===== src/rtl/apb_master_if.sv =====
// Bundles the request/response handshake and the APB bus seen by apb_master.
// The master modport is the DUT view; the slave modport is the environment view.
interface apb_master_if;
   // A request transfers on any rising edge where req_valid && req_ready.
   // rsp_valid is a single-cycle pulse; rsp_rdata/rsp_err are valid with it.
   logic       req_valid;
   logic       req_write;
   logic [8:0] req_addr;
   logic [7:0] req_wdata;
   logic       req_ready;
   logic       rsp_valid;
   logic [7:0] rsp_rdata;
   logic       rsp_err;
   logic       PSEL1;
   logic       PSEL2;
   logic       PENABLE;
   logic       PWRITE;
   logic [7:0] padd;
   logic [7:0] pwdata;
   logic       PREADY;
   logic [7:0] prdata1;
   logic [7:0] prdata2;
   logic [1:0] state_dbg;

   modport master (
      input  req_valid, req_write, req_addr, req_wdata, PREADY, prdata1, prdata2,
      output req_ready, rsp_valid, rsp_rdata, rsp_err, PSEL1, PSEL2, PENABLE,
             PWRITE, padd, pwdata, state_dbg
   );

   modport slave (
      output req_valid, req_write, req_addr, req_wdata, PREADY, prdata1, prdata2,
      input  req_ready, rsp_valid, rsp_rdata, rsp_err, PSEL1, PSEL2, PENABLE,
             PWRITE, padd, pwdata, state_dbg
   );
endinterface


===== src/rtl/apb_master.sv =====
// Two-slave APB master: one outstanding transfer, back-to-back capable.
// Optional ACCESS-phase timeout abort is built with APB_MASTER_TIMEOUT_EN.
module apb_master #(
   parameter int TMO_CYC = 16
) (
   input  logic          PCLK,
   input  logic          PRST,
   apb_master_if.master  bus
);

   typedef enum logic [1:0] {
      IDLE   = 2'd0,
      SETUP  = 2'd1,
      ACCESS = 2'd2
   } state_t;

   state_t state;
   state_t state_nxt;
   logic   sel2;
   logic   req_ready;
   logic   accept;
   logic   done;
   logic   tmo;

   always_comb begin
      state_nxt = state;
      req_ready = 1'b0;
      case (state)
         IDLE:    req_ready = 1'b1;
         ACCESS:  req_ready = bus.PREADY;
         default: req_ready = 1'b0;
      endcase
      accept = bus.req_valid && req_ready;
      done   = (state == ACCESS) && (bus.PREADY || tmo);
      case (state)
         IDLE:    if (accept) state_nxt = SETUP;
         SETUP:   state_nxt = ACCESS;
         ACCESS: begin
            if (bus.PREADY)   state_nxt = accept ? SETUP : IDLE;
            else if (tmo)     state_nxt = IDLE;
         end
         default: state_nxt = IDLE;
      endcase
   end

   always_ff @(posedge PCLK) begin
      if (!PRST) begin
         state         <= IDLE;
         sel2          <= 1'b0;
         bus.PWRITE    <= 1'b0;
         bus.padd      <= 8'h00;
         bus.pwdata    <= 8'h00;
         bus.rsp_valid <= 1'b0;
         bus.rsp_rdata <= 8'h00;
      end else begin
         state         <= state_nxt;
         bus.rsp_valid <= done;
         if (accept) begin
            bus.PWRITE <= bus.req_write;
            bus.padd   <= bus.req_addr[7:0];
            bus.pwdata <= bus.req_wdata;
            sel2       <= bus.req_addr[8];
         end
         // Writes and aborted transfers report zero read data.
         if (done)
            bus.rsp_rdata <= (tmo || bus.PWRITE) ? 8'h00 : (sel2 ? bus.prdata2 : bus.prdata1);
      end
   end

   assign bus.req_ready = req_ready;
   assign bus.PSEL1     = (state != IDLE) && !sel2;
   assign bus.PSEL2     = (state != IDLE) && sel2;
   assign bus.PENABLE   = (state == ACCESS);
   assign bus.state_dbg = state;

`ifdef APB_MASTER_TIMEOUT_EN
   localparam int CNT_W = $clog2(TMO_CYC + 1);
   logic [CNT_W-1:0] wait_cnt;

   // wait_cnt holds the wait cycles already spent; this cycle is the TMO_CYC-th.
   assign tmo = (state == ACCESS) && !bus.PREADY && (wait_cnt == CNT_W'(TMO_CYC - 1));

   always_ff @(posedge PCLK) begin
      if (!PRST) begin
         wait_cnt    <= '0;
         bus.rsp_err <= 1'b0;
      end else begin
         bus.rsp_err <= tmo;
         if (state_nxt == SETUP || state != ACCESS)
            wait_cnt <= '0;
         else if (!bus.PREADY)
            wait_cnt <= wait_cnt + CNT_W'(1);
      end
   end
`else
   logic unused_tmo_cyc;
   assign unused_tmo_cyc = (TMO_CYC != 0);
   assign tmo            = 1'b0;
   assign bus.rsp_err    = 1'b0;
`endif

endmodule


===== src/flat_wrapper.sv =====
// flat-port wrapper written by rule: the top's interface ports become plain ports
module apb_master_flat 
#(
   parameter int TMO_CYC = 16
)
  (PCLK, PRST, bus_req_valid, bus_req_write, bus_req_addr, bus_req_wdata, bus_PREADY, bus_prdata1, bus_prdata2, bus_req_ready, bus_rsp_valid, bus_rsp_rdata, bus_rsp_err, bus_PSEL1, bus_PSEL2, bus_PENABLE, bus_PWRITE, bus_padd, bus_pwdata, bus_state_dbg);
  apb_master_if bus_i ();
  input  logic PCLK;
  input  logic PRST;
  input wire logic [$bits(bus_i.req_valid)-1:0] bus_req_valid;
  input wire logic [$bits(bus_i.req_write)-1:0] bus_req_write;
  input wire logic [$bits(bus_i.req_addr)-1:0] bus_req_addr;
  input wire logic [$bits(bus_i.req_wdata)-1:0] bus_req_wdata;
  input wire logic [$bits(bus_i.PREADY)-1:0] bus_PREADY;
  input wire logic [$bits(bus_i.prdata1)-1:0] bus_prdata1;
  input wire logic [$bits(bus_i.prdata2)-1:0] bus_prdata2;
  output wire logic [$bits(bus_i.req_ready)-1:0] bus_req_ready;
  output wire logic [$bits(bus_i.rsp_valid)-1:0] bus_rsp_valid;
  output wire logic [$bits(bus_i.rsp_rdata)-1:0] bus_rsp_rdata;
  output wire logic [$bits(bus_i.rsp_err)-1:0] bus_rsp_err;
  output wire logic [$bits(bus_i.PSEL1)-1:0] bus_PSEL1;
  output wire logic [$bits(bus_i.PSEL2)-1:0] bus_PSEL2;
  output wire logic [$bits(bus_i.PENABLE)-1:0] bus_PENABLE;
  output wire logic [$bits(bus_i.PWRITE)-1:0] bus_PWRITE;
  output wire logic [$bits(bus_i.padd)-1:0] bus_padd;
  output wire logic [$bits(bus_i.pwdata)-1:0] bus_pwdata;
  output wire logic [$bits(bus_i.state_dbg)-1:0] bus_state_dbg;
  assign bus_i.req_valid = bus_req_valid;
  assign bus_i.req_write = bus_req_write;
  assign bus_i.req_addr = bus_req_addr;
  assign bus_i.req_wdata = bus_req_wdata;
  assign bus_i.PREADY = bus_PREADY;
  assign bus_i.prdata1 = bus_prdata1;
  assign bus_i.prdata2 = bus_prdata2;
  assign bus_req_ready = bus_i.req_ready;
  assign bus_rsp_valid = bus_i.rsp_valid;
  assign bus_rsp_rdata = bus_i.rsp_rdata;
  assign bus_rsp_err = bus_i.rsp_err;
  assign bus_PSEL1 = bus_i.PSEL1;
  assign bus_PSEL2 = bus_i.PSEL2;
  assign bus_PENABLE = bus_i.PENABLE;
  assign bus_PWRITE = bus_i.PWRITE;
  assign bus_padd = bus_i.padd;
  assign bus_pwdata = bus_i.pwdata;
  assign bus_state_dbg = bus_i.state_dbg;
  apb_master #(.TMO_CYC(TMO_CYC)) u_core (.PCLK(PCLK), .PRST(PRST), .bus(bus_i));
endmodule

===== config.mk =====
export PLATFORM = sky130hd
export DESIGN_NAME = apb_master_flat
export DESIGN_NICKNAME = d
export VERILOG_FILES = /design/src/rtl/apb_master_if.sv /design/src/rtl/apb_master.sv /design/src/flat_wrapper.sv
export SDC_FILE = /design/constraint.sdc
export NUM_CORES = 1
export LEC_CHECK = 0
export ABC_AREA = 1
export CORE_MARGIN = 2
export CORE_UTILIZATION = 38
export DETAILED_ROUTE_END_ITERATION = 12
export PLACE_DENSITY = 0.8
export SYNTH_ARGS = -nofsm -noshare
export SYNTH_HDL_FRONTEND = slang
export SYNTH_SLANG_ARGS = --single-unit

===== constraint.sdc =====
create_clock -name PCLK -period 1.2 [get_ports PCLK]
set_clock_uncertainty 0.05 [all_clocks]
set_input_delay 0.3 -clock PCLK [delete_from_list [all_inputs] [get_ports PCLK]]
set_output_delay 0.3 -clock PCLK [all_outputs]
set_load 0.05 [all_outputs]

Yosys cells after proc, flatten, opt, wreduce, memory -nomap -nowiden
Cells that the tools add are included.
{ "totals": {"regBits": 29, "input_bits": 38, "out_inout_bits": 33, "elab_cells": 26} }
{ "classes": {"n_eq_ne": 4, "mux": 7, "n_reduce_logical": 8} }
{ "op_table": {"columns": ["op", "count"], "rows": [
  ["two-way mux 8 bit", 2],
  ["one-hot mux 2 bit (3 select lines)", 1],
  ["logical AND 1 bit", 4],
  ["two-way mux 2 bit", 2],
  ["equality test 2 x 1 -> 1 bit (second input constant)", 1],
  ["equality test 2 bit (second input constant)", 1],
  ["logical NOT 2 bit", 1],
  ["inequality test 2 x 1 -> 1 bit (second input constant)", 1],
  ["inequality test 2 bit (second input constant)", 1],
  ["one-hot mux 1 bit (2 select lines)", 1],
  ["AND reduction 2 bit", 1],
  ["nonzero test 2 bit", 1],
  ["logical NOT 1 bit", 1],
  ["two-way mux 1 bit", 1]
]} }

Logic depth before layout (Yosys ltp)
{ "logic_depth": {"ltp_word": 6, "depth_mapped": 7, "depth_no_buf": 6} }

Worst setup path after synthesis
OpenSTA, ideal clock, no wires.
{ "synth_path": {"kind": "reg2out", "startpoint": "register u_core.state[1], in the netlist u_core.bus.state_dbg[1]", "endpoint": "output port bus_PSEL1", "arrival_ns": 1.553, "required_ns": 0.850, "path_slack_ns": -0.703, "path_stages_with_launch": 3, "path_buffers": 0, "cell_sequence": "dfxtp_1 nor2_1 nor2_1"} }
{ "synth_between": {"elab_chain_len": 2} }
{ "synth_rtl": {"columns": ["element", "line", "text"], "rows": [
  ["from (decl)", "apb_master.sv:17", "state_t state;"],
  ["from (signal assigned)", "apb_master.sv:56", "state <= state_nxt;"],
  ["nonzero test 2 bit", "apb_master.sv:71", "assign bus.PSEL1 = (state != IDLE) && !sel2;"],
  ["logical AND 1 bit", "apb_master.sv:71", null],
  ["to (decl)", "flat_wrapper.sv:21", "output wire logic [$bits(bus_i.PSEL1)-1:0] bus_PSEL1;"]
]} }
No other way between the ends.

Worst setup path after layout
{ "layout_path": {"startpoint": "register u_core.state[0], in the netlist u_core.bus.state_dbg[0]", "endpoint": "output port bus_PSEL1"} }
Same word-level chain as after synthesis.

==> impl_metrics.json <==
{
  "r2r-start": "u_core.bus.state_dbg[0]",
  "wirelength_um": 4670,
  "start_util_pct": 39.4,
  "start_kind": "flop",
  "fin_tns_setup_ps": -4210,
  "avgSynthCellArea_um2": 6.84,
  "outcome": "finished with violations",
  "hold_buffers": 0,
  "routedWlPerCell_um": 13.9,
  "die_h_um": 62.8,
  "io_buffers": 69,
  "cts_htree_levels": 2,
  "power.switching_uw": 977,
  "fmax_mhz": 691,
  "final_cell_mix": "66 x nand2_1, 36 x clkdlybuf4s50_1, 36 x buf_12",
  "hold_path.class": "flop to flop",
  "whs_endpoint": "u_core.bus.rsp_rdata[2]",
  "dp_hpwl_um": 2760,
  "clock-sinks": 29,
  "dp.cells": 308,
  "area_delta_synth_final_pct": 124,
  "setup_violations": 34,
  "clockRootBuffer": "clkbuf_4",
  "overflow": 0,
  "arrival_ps": 1100,
  "final_area_um2": 2950,
  "first_global_vias": 1427,
  "diodes": 0,
  "drc_errors": 0,
  "synth_seq_area_share_pct": 44.2,
  "synth.net_count": 230,
  "coreArea_um2": 3340,
  "fillerInstances": 162,
  "hold_start": "u_core.bus.rsp_rdata[2]",
  "p_int_mw": 2.04,
  "clock_latency_ps": 320,
  "grtUsageTotal_pct": 21.9,
  "grt_pass1_wl_um": 6760,
  "cts_tree": "built",
  "die-area_um2": 3940,
  "r2r_setup_slack_ps": -180,
  "violations": "negative setup slack",
  "p_per_area_nw_per_um2": 1020,
  "antenna_found_initial": 0,
  "hold_viol": 0,
  "p_leak_nw": 1.30,
  "ant_nets": 0,
  "p_sw_share_pct": 32.3,
  "vias": 1530,
  "place_area_um2": 2480,
  "syn_inst": 192,
  "yosysWarnings": 0,
  "final_common_cell": "nand2_1",
  "ir_worst_vdd_uv": 753,
  "pwr-share-comb_pct": 38.1,
  "final_cells": 336,
  "row_count": 21,
  "cts_made_buffers": 5,
  "seq_power_share_pct": 36.7,
  "crit_fanout": 5,
  "setup_ws_ps": -247,
  "grt_max_degree": 12,
  "viasPerCell": 4.55,
  "io_pins": 71,
  "path_class": "flop to output port",
  "clk_pin_slew_ps": 100,
  "r2r_cells": 8,
  "finalCritPeriodShare_pct": 121,
  "max_cap_violations": 0,
  "pwr-share-clk_pct": 25.2,
  "drive_gt1_share_pct": 49.0,
  "worstHoldPathCells": 2,
  "synth.distinct_cells": 17,
  "clk_path_buf_depth": 2,
  "syn_area_um2": 1310,
  "place.gp.congestion": 0.771,
  "timing.rr.end": "u_core.bus.padd[6]",
  "firstDrtPassIters": 4,
  "drt-initial-drc-count": 32,
  "synth-seq-cells": 29,
  "die_width_um": 62.8,
  "period_needed_ps": 1450,
  "drv_slew": 0,
  "fin_nets": 327,
  "worst_ep_required_time_ps": 850,
  "cp-end-kind": "output port",
  "rsz0062_at_grt": "yes"
}
==> Yosys cell counts <==
| cell | n | area [um2] |
|---|---|---|
| buf_2 | 3 | 15.0 |
| clkinv_1 | 1 | 3.75 |
| nand2_2 | 1 | 6.26 |
| inv_2 | 2 | 7.51 |
| dfxtp_1 | 29 | 581 |
| buf_1 | 1 | 3.75 |
| buf_6 | 3 | 33.8 |
| nand3_4 | 2 | 35.0 |
| a211oi_1 | 1 | 7.51 |
| a21oi_1 | 1 | 5.00 |
| buf_4 | 1 | 7.51 |
| conb_1 | 1 | 3.75 |
| inv_1 | 19 | 71.3 |
| nor2_8 | 1 | 20.0 |
| nor2_1 | 42 | 158 |
| a21oi_2 | 8 | 70.1 |
| nand2_1 | 76 | 285 |
==> flip-flops by register name (all words and copies together) (netlist names) <==
name and count:
u_core.bus.PWRITE 1, u_core.bus.rsp_valid 1, u_core.bus.pwdata 8, u_core.bus.padd 8, u_core.bus.state_dbg 2, u_core.bus.rsp_rdata 8
u_core.sel2 1
==> power groups by stage <==
stage | combinational [mW] | clock (mW) | sequential, mW
6_report | 1.15 | 0.762 | 1.11
5_1_grt | 1.21 | 0.821 | 1.11
4_1_cts | 1.07 | 0.763 | 1.11
3_5_place_dp | 0.954 | 0 | 1.12
3_3_place_gp | 0.941 | 0 | 1.12
2_1_floorplan | 0.279 | 0 | 1.29
==> cell families (layout without fill, tap and decap cells) <==
logic type             Yosys count  after routing  share of synthesized area (%)
buffers and inverters           30            128                           10.9
other                            1              1                          0.285
AOI/OAI and AO/OA               10             10                           6.29
DFF                             29             29                           44.2
and+or+nand+nor                122            122                           38.4
==> area by class of cell <==
cell class / instances / area [um2] / area share [%]
clock buffer: 8 / 80.1 / 2.72
inverter: 22 / 90.1 / 3.05
multi-input combinational: 133 / 712 / 24.1
sequential: 29 / 629 / 21.3
tap: 46 / 57.6 / 1.95
timing repair buffer: 98 / 1380 / 46.8
==> worst max-delay path, cell delays in order (launching register included) <==
cell     delay [ps]
dfxtp_4         390
nor2_4          170
nor2_4           60
buf_12          140
==> per-layer routing <==
layer	track usage, %	part of all wire (%)
met3	8.11	7.5
met1	23.1	36
met2	40.1	55
met4	7.22	1.9
met5	0	0
==> worst max-delay path by stage <==
| stage | start | end | depth (start not counted) |
|---|---|---|---|
| global route | u_core.bus.state_dbg[0] | bus_PSEL1 | 3 |
| floorplan | u_core.bus.state_dbg[1] | bus_PENABLE | 2 |
| finish | u_core.bus.state_dbg[0] | bus_PSEL1 | 3 |
| CTS | u_core.bus.state_dbg[0] | bus_PSEL1 | 3 |
| detailed placement | bus_PREADY | u_core.bus.rsp_rdata[4] | 6 |
| global placement | bus_PREADY | u_core.bus.rsp_rdata[0] | 6 |
==> stage by stage <==
| step | setup slack, ps | hold slack [ps] | total power [mW] | utilization [%] |
|---|---|---|---|---|
| final | -247 | 455 | 3.02 | 88.4 |
| after global routing | -288 | 462 | 3.15 | 88.4 |
| after CTS | -239 | 452 | 2.95 | 83.1 |
| after detailed placement | -400 | 455 | 2.08 | 74.4 |
| after global placement | -324 | 451 | 2.06 | 74.4 |
| after floorplan | -15.6 | 385 | 1.57 | - |
==> timing repair <==
| action | 4_1_cts | 5_1_grt |
|---|---|---|
| buffers inserted | 4 | 12 |
| endpoints found under the hold margin | 0 | 0 |
| cloned | 4 | 0 |
| pin swaps | 7 | 7 |
| setup endpoints to repair | 42 | 51 |
| resized for setup | 36 | 35 |
Power figures use the tool's default switching activity.
